## config.mk

```make
export PLATFORM = sky130hd
export DESIGN_NAME = voice_mix_scheduler
export DESIGN_NICKNAME = d
export VERILOG_FILES = /design/src/rtl/voice_mix_scheduler_pkg.sv /design/src/rtl/voice_mix_scheduler_adder.sv /design/src/rtl/voice_mix_scheduler.sv
export SDC_FILE = /design/constraint.sdc
export NUM_CORES = 1
export LEC_CHECK = 0
export ABC_AREA = 1
export CELL_PAD_IN_SITES_DETAIL_PLACEMENT = 1
export CELL_PAD_IN_SITES_GLOBAL_PLACEMENT = 1
export CORE_MARGIN = 4
export CORE_UTILIZATION = 39
export DETAILED_ROUTE_END_ITERATION = 8
export GPL_TIMING_DRIVEN = 0
export PLACE_DENSITY_LB_ADDON = 0.12
export SETUP_SLACK_MARGIN = 0.5
export SLEW_MARGIN = 0
export SYNTH_ARGS = -nofsm -noshare
export SYNTH_HDL_FRONTEND = slang
export SYNTH_SLANG_ARGS = --single-unit
```

## constraint.sdc

```tcl
create_clock -name clk -period 2.49 [get_ports clk]
set_clock_uncertainty 0.05 [all_clocks]
set_input_delay 0.747 -clock clk [delete_from_list [all_inputs] [get_ports clk]]
set_output_delay 0.747 -clock clk [all_outputs]
set_load 0.02 [all_outputs]
```

## src/rtl/voice_mix_scheduler_pkg.sv

```systemverilog
// Shared Q-format defaults, FSM encodings and clamp patterns for the voice mixer.
package voice_mix_scheduler_pkg;

  localparam int DEF_NUM_VOICES = 8;
  localparam int DEF_IDX_W      = 3;
  localparam int DEF_WI_S       = 2;
  localparam int DEF_WF_S       = 14;
  localparam int DEF_WI_A       = 4;
  localparam int DEF_WF_A       = 14;
  localparam int MIX_W          = DEF_WI_A + DEF_WF_A;

  typedef logic [1:0] state_t;

  localparam state_t ST_IDLE = 2'd0;
  localparam state_t ST_RUN  = 2'd1;
  localparam state_t ST_OUT  = 2'd2;

  localparam logic [MIX_W-1:0] SAT_POS = {1'b0, {(MIX_W-1){1'b1}}};
  localparam logic [MIX_W-1:0] SAT_NEG = {1'b1, {(MIX_W-1){1'b0}}};

endpackage

```

## src/rtl/voice_mix_scheduler_adder.sv

```systemverilog
// Signed fixed-point adder: operand 2 is aligned to operand 1's binary point,
// the sum wraps to the output width and ovf flags a lost sign bit.
module fixed_point_adder #(
  parameter int WI_1 = 4,
  parameter int WF_1 = 14,
  parameter int WI_2 = 2,
  parameter int WF_2 = 14,
  parameter int WI_O = 4,
  parameter int WF_O = 14
) (
  input  logic [WI_1+WF_1-1:0] a_i,
  input  logic [WI_2+WF_2-1:0] b_i,
  output logic [WI_O+WF_O-1:0] sum_o,
  output logic                 ovf_o
);

  localparam int W1 = WI_1 + WF_1;
  localparam int WO = WI_O + WF_O;

  logic signed [W1:0] a_ext;
  logic signed [W1:0] b_ext;
  logic signed [W1:0] full;

  // Assumes WI_1 >= WI_2, WF_1 >= WF_2 and an output format equal to operand 1.
  assign a_ext = (W1+1)'($signed(a_i));
  assign b_ext = (W1+1)'($signed(b_i)) <<< (WF_1 - WF_2);
  assign full  = a_ext + b_ext;
  assign sum_o = full[WO-1:0];
  assign ovf_o = full[W1] ^ full[W1-1];

endmodule

```

## src/rtl/voice_mix_scheduler.sv

```systemverilog
// Sums NUM_VOICES operator samples through one shared adder into a saturated
// mix sample per frame and presents it over a valid/ready handshake.
module voice_mix_scheduler
  import voice_mix_scheduler_pkg::*;
#(
  parameter int NUM_VOICES = DEF_NUM_VOICES,
  parameter int IDX_W      = DEF_IDX_W,
  parameter int WI_S       = DEF_WI_S,
  parameter int WF_S       = DEF_WF_S,
  parameter int WI_A       = DEF_WI_A,
  parameter int WF_A       = DEF_WF_A
) (
  input  logic                      clk,
  input  logic                      rst_n,
  input  logic                      sample_tick,
  input  logic [NUM_VOICES-1:0]     voice_mute,
  output logic                      voice_req,
  output logic [IDX_W-1:0]          voice_idx,
  input  logic [WI_S+WF_S-1:0]      voice_data,
  input  logic                      voice_vld,
  output logic [WI_A+WF_A-1:0]      mix_data,
  output logic                      mix_valid,
  input  logic                      mix_ready,
  output logic                      sat_flag,
  output logic                      overrun
);

  localparam int W_A = WI_A + WF_A;
  localparam logic [IDX_W-1:0] LAST_IDX = IDX_W'(NUM_VOICES - 1);
  localparam logic [W_A-1:0] SAT_P = (W_A == MIX_W) ? W_A'(SAT_POS) : {1'b0, {(W_A-1){1'b1}}};
  localparam logic [W_A-1:0] SAT_N = (W_A == MIX_W) ? W_A'(SAT_NEG) : {1'b1, {(W_A-1){1'b0}}};

  state_t           state_q, state_d;
  logic [IDX_W-1:0] idx_q, idx_d;
  logic [W_A-1:0]   acc_q, acc_d;
  logic             fsat_q, fsat_d;
  logic [W_A-1:0]   mix_q, mix_d;
  logic             sat_q, sat_d;
  logic             ovr_q, ovr_d;

  logic [W_A-1:0]   add_sum;
  logic             add_ovf;
  logic [W_A-1:0]   acc_add;
  logic             mute_cur;

  fixed_point_adder #(
    .WI_1 (WI_A),
    .WF_1 (WF_A),
    .WI_2 (WI_S),
    .WF_2 (WF_S),
    .WI_O (WI_A),
    .WF_O (WF_A)
  ) u_adder (
    .a_i   (acc_q),
    .b_i   (voice_data),
    .sum_o (add_sum),
    .ovf_o (add_ovf)
  );

  assign mute_cur = voice_mute[idx_q];
  // On overflow both operands share the accumulator's sign, so it picks the rail.
  assign acc_add  = add_ovf ? (acc_q[W_A-1] ? SAT_N : SAT_P) : add_sum;

  always_comb begin
    state_d = state_q;
    idx_d   = idx_q;
    acc_d   = acc_q;
    fsat_d  = fsat_q;
    mix_d   = mix_q;
    sat_d   = sat_q;
    ovr_d   = 1'b0;
    case (state_q)
      ST_IDLE: begin
        if (sample_tick) begin
          state_d = ST_RUN;
          idx_d   = '0;
          acc_d   = '0;
          fsat_d  = 1'b0;
        end
      end
      ST_RUN: begin
        if (sample_tick) ovr_d = 1'b1;
        if (mute_cur || voice_vld) begin
          if (!mute_cur) begin
            acc_d  = acc_add;
            fsat_d = fsat_q | add_ovf;
          end
          if (idx_q == LAST_IDX) begin
            state_d = ST_OUT;
            mix_d   = acc_d;
            sat_d   = fsat_d;
          end else begin
            idx_d = idx_q + IDX_W'(1);
          end
        end
      end
      ST_OUT: begin
        if (mix_ready) begin
          if (sample_tick) begin
            state_d = ST_RUN;
            idx_d   = '0;
            acc_d   = '0;
            fsat_d  = 1'b0;
          end else begin
            state_d = ST_IDLE;
          end
        end else if (sample_tick) begin
          ovr_d = 1'b1;
        end
      end
      default: state_d = ST_IDLE;
    endcase
  end

  always_ff @(posedge clk or negedge rst_n) begin
    if (!rst_n) begin
      state_q <= ST_IDLE;
      idx_q   <= '0;
      acc_q   <= '0;
      fsat_q  <= 1'b0;
      mix_q   <= '0;
      sat_q   <= 1'b0;
      ovr_q   <= 1'b0;
    end else begin
      state_q <= state_d;
      idx_q   <= idx_d;
      acc_q   <= acc_d;
      fsat_q  <= fsat_d;
      mix_q   <= mix_d;
      sat_q   <= sat_d;
      ovr_q   <= ovr_d;
    end
  end

  assign voice_req = (state_q == ST_RUN) && !mute_cur;
  assign voice_idx = idx_q;
  assign mix_data  = mix_q;
  assign mix_valid = (state_q == ST_OUT);
  assign sat_flag  = sat_q;
  assign overrun   = ovr_q;

endmodule

```

==> impl_metrics.py <==
metrics = {
    "placed_design": {
        "place_hpwl_mm": 8.00,
        "portBuffers": 53,
        "gp_congestion": 0.884,
        "dp_cells": 602,
    },
    "floorplanning": {
        "coreArea_um2": 7850,
        "rows": 32,
        "ios": 54,
        "start_util_pct": 40.5,
        "die_w_um": 98.3,
        "die_area_um2": 9670,
        "die-height_um": 98.3,
    },
    "route": {
        "wl_per_cell_um": 26.7,
        "viasPerCell": 5.99,
        "drc": 0,
        "dr.pass1.iters": 5,
        "drtAntennaViolNets": 0,
        "totalWireLength_mm": 17.8,
        "route.vias.total": 3986,
        "drt-initial-drc-count": 210,
    },
    "synth": {
        "synth_top_family_by_area": "simple AND/OR/NAND/NOR gates",
        "synth-compound-area-share_pct": 8.61,
        "ys_types": 38,
        "synth-adder-area-share_pct": 10.1,
        "syn_nets": 500,
        "yosysWarnings": 0,
        "synth_cells": 446,
        "yosys_register_bits": 44,
        "syn_area_per_cell_um2": 7.13,
        "ys_seq_area_share_pct": 34.6,
        "muxShareOfSynthArea_pct": 0,
        "synth.cell_area_um2": 3180,
        "yosys.area_share.xor_xnor_pct": 3.85,
        "synthSimpleGateAreaFrac_pct": 37.2,
    },
    "global_routing": {
        "grt_pass1_vias": 4091,
        "grt_max_degree": 32,
        "antenna_found_initial": 0,
        "grt_usage_pct": 27.5,
        "grt_pass1_wl_mm": 21.3,
        "grt-ovfl-total": 0,
    },
    "clock_network": {
        "cts_hold_buf": 0,
        "clk_pin_slew_worst_paths_ns": 0.11,
        "cts_root_buffer": "clkbuf_8",
        "ctsHtreeMaxLevel": 2,
        "ctsLongestPathBuffers": 2,
        "insertion_delay_ns": 0.33,
        "cts_buffers": 5,
        "cts.sink_count": 44,
        "cts_tree": "done",
    },
    "sta": {
        "finalHoldViolations": 0,
        "setup_viol": 38,
        "setup_ws_ns": -0.195,
        "worstMarginPinSlew_ns": 0.526,
        "maxSlewViolCount": 0,
        "layout_min_cycle_time_ns": 2.69,
        "fmax_mhz": 372,
        "post-route-period-util_pct": 108,
        "rsz0062_at_grt": "true",
        "relSlewSlack_pct": 64.9,
    },
    "setup_path": {
        "r2r_slack_ns": -0.16,
        "slowest_stage": "ha_4",
        "crit_type": "in -> reg",
        "max_stage_delay_ns": 0.31,
        "critical_path_peak_fanout": 7,
        "worst_setup_path_start_kind": "input pin",
        "crit_path_frequent_cell": "nand2_4",
        "endpoint_kind": "flop",
        "critPathTopFamily": "simple AND/OR/NAND/NOR gates",
        "worst-path-buf-inv": 4,
        "crit_arrival_ns": 2.84,
        "path_cells": "buf_2 > ha_4 > nand2_4 > nor2_4 > nand3_2 > nand3_4 > nand2_4 > nand2_2 > nand2_2 > nand2_4 > inv_2 > nand2_4 > nand3_4 > inv_4 > buf_8 > nand2_4 > nand3_2 > nand2_1",
        "crit_required_ns": 2.65,
    },
    "cells_and_area": {
        "multiInputGateArea_um2": 2950,
        "layout.nets": 616,
        "syn_to_final_growth_pct": 72.4,
        "diodes": 0,
        "fill_cells": 861,
        "register_area_um2": 1100,
        "drive_above_1_share_pct": 51.5,
        "final_common_cell": "nand2_1",
        "finalNonFillerCells": 665,
        "postLayoutCoreUtil_pct": 69.9,
        "layout_common_cells": "105 x nand2_1, 49 x nand2_2, 47 x buf_4",
    },
    "min_path": {
        "hp-class": "in -> async",
    },
    "power_and_ir_drop": {
        "leakagePower_nw": 2.80,
        "power_density_nw_per_um2": 1400,
        "vdd_drop_max_mv": 0.573,
    },
    "outcome": {
        "status": "finished, violations left",
        "violations": "setup timing",
    },
    "flow_run": {
        "drv_cap": 0,
    },
}
routing by layer:
layer | wire, µm | GRT usage [%] | vias to the layer above | share of wire, %
met4 | 880 | 9.98 | 0 | 5.0
li1 | - | - | 1673 | -
met1 | 6840 | 31.9 | 2020 | 39
met3 | 986 | 5.00 | 84 | 5.6
met2 | 9050 | 50.0 | 209 | 51
met5 | 0 | 0 | - | 0
timing repair:
| item | 4_1_cts | 5_1_grt |
|---|---|---|
| buffers inserted | 36 | 17 |
| gates resized for setup | 259 | 118 |
| setup endpoints to repair | 68 | 46 |
| pin swaps | 85 | 66 |
| gates cloned | 2 | 0 |
through the flow:
step	hold WS, ns	TNS, ns	cell area (µm²)	setup slack (ns)	total power, mW
CTS	0.316	-0.0274	4950	-0.0103	6.12
finish	0.295	-4.94	5480	-0.195	7.69
global placement	0.416	-61.33	4020	-1.25	3.92
floorplan	0.401	-0.144	3360	-0.0102	3.19
global route	0.302	-7.65	5480	-0.247	8.01
detailed placement	0.421	-32.14	4040	-1.27	4.05
logic make-up after synthesis:
kind of cell / Yosys count
compound gates: 48
fa+ha+maj: 25
buf+inv: 41
xor+xnor: 14
flops: 44
simple gates: 274
worst paths after layout:
| kind | from | end | cells past startpoint |
|---|---|---|---|
| min in group clk | mix_data[0] | mix_data[0] | 2 |
| max in group asynchronous | rst_n | voice_idx[0] | 2 |
| min | rst_n | acc_q[8] | 1 |
| max | voice_data[8] | mix_data[12] | 18 |
| max reg2reg | acc_q[0] | mix_data[12] | 15 |
| min reg2reg | mix_data[0] | mix_data[0] | 2 |
flip-flops by register name, indices dropped and copies added, names as in the netlist:
signal,flops
acc_q,18
mix_data,18
voice_idx,3
state_q,2
fsat_q,1
overrun,1
sat_flag,1
worst reg2reg max path, delay by kind of cell, from the launching register on:
family / cells / cell delay, ns
and+or+nand+nor: 10 / 1.05
adders and majority gates: 2 / 0.60
DFF: 1 / 0.46
buffers and inverters: 3 / 0.39
area by class of cell:
class	count	share of cell area, %
tap	102	2.33
clock inverter	1	0.548
timing repair buffer	109	17.1
clock buffer	7	1.76
buffer	9	1.64
inverter	32	2.65
sequential	44	20.1
multi-input combinational	361	53.9
report_power, final:
part           switching [mW]  internal, mW
registers               0.224         0.862
logic                    3.60          2.34
clock network           0.299         0.355
total                    4.13          3.56
synth_stat cells:
master | instances | area (µm²)
nand2_1 | 185 | 694
dfrtp_1 | 44 | 1100
nand3_1 | 44 | 220
inv_1 | 27 | 101
ha_1 | 24 | 300
a21oi_1 | 19 | 95.1
nor2_1 | 17 | 63.8
o21ai_0 | 15 | 75.1
or2_2 | 8 | 50.1
xor2_1 | 8 | 70.1
nand2_2 | 6 | 37.5
xnor2_1 | 6 | 52.6
clkbuf_1 | 4 | 15.0
a31oi_1 | 3 | 18.8
buf_6 | 3 | 33.8
inv_2 | 3 | 11.3
a21oi_2 | 2 | 17.5
and2_1 | 2 | 12.5
nand2_4 | 2 | 22.5
nand3_2 | 2 | 20.0
nand3b_1 | 2 | 15.0
nor2_2 | 2 | 12.5
nor3_1 | 2 | 10.0
o211ai_1 | 2 | 15.0
a21boi_0 | 1 | 7.51
a21o_1 | 1 | 7.51
a31o_2 | 1 | 8.76
buf_2 | 1 | 5.00
clkbuf_2 | 1 | 5.00
clkinv_1 | 1 | 3.75
fa_1 | 1 | 20.0
inv_4 | 1 | 6.26
nand3_4 | 1 | 17.5
nand4_1 | 1 | 6.26
o21a_1 | 1 | 7.51
o21ai_1 | 1 | 5.00
o221ai_1 | 1 | 8.76
o31ai_1 | 1 | 7.51
(Power assumes the default switching activity.)
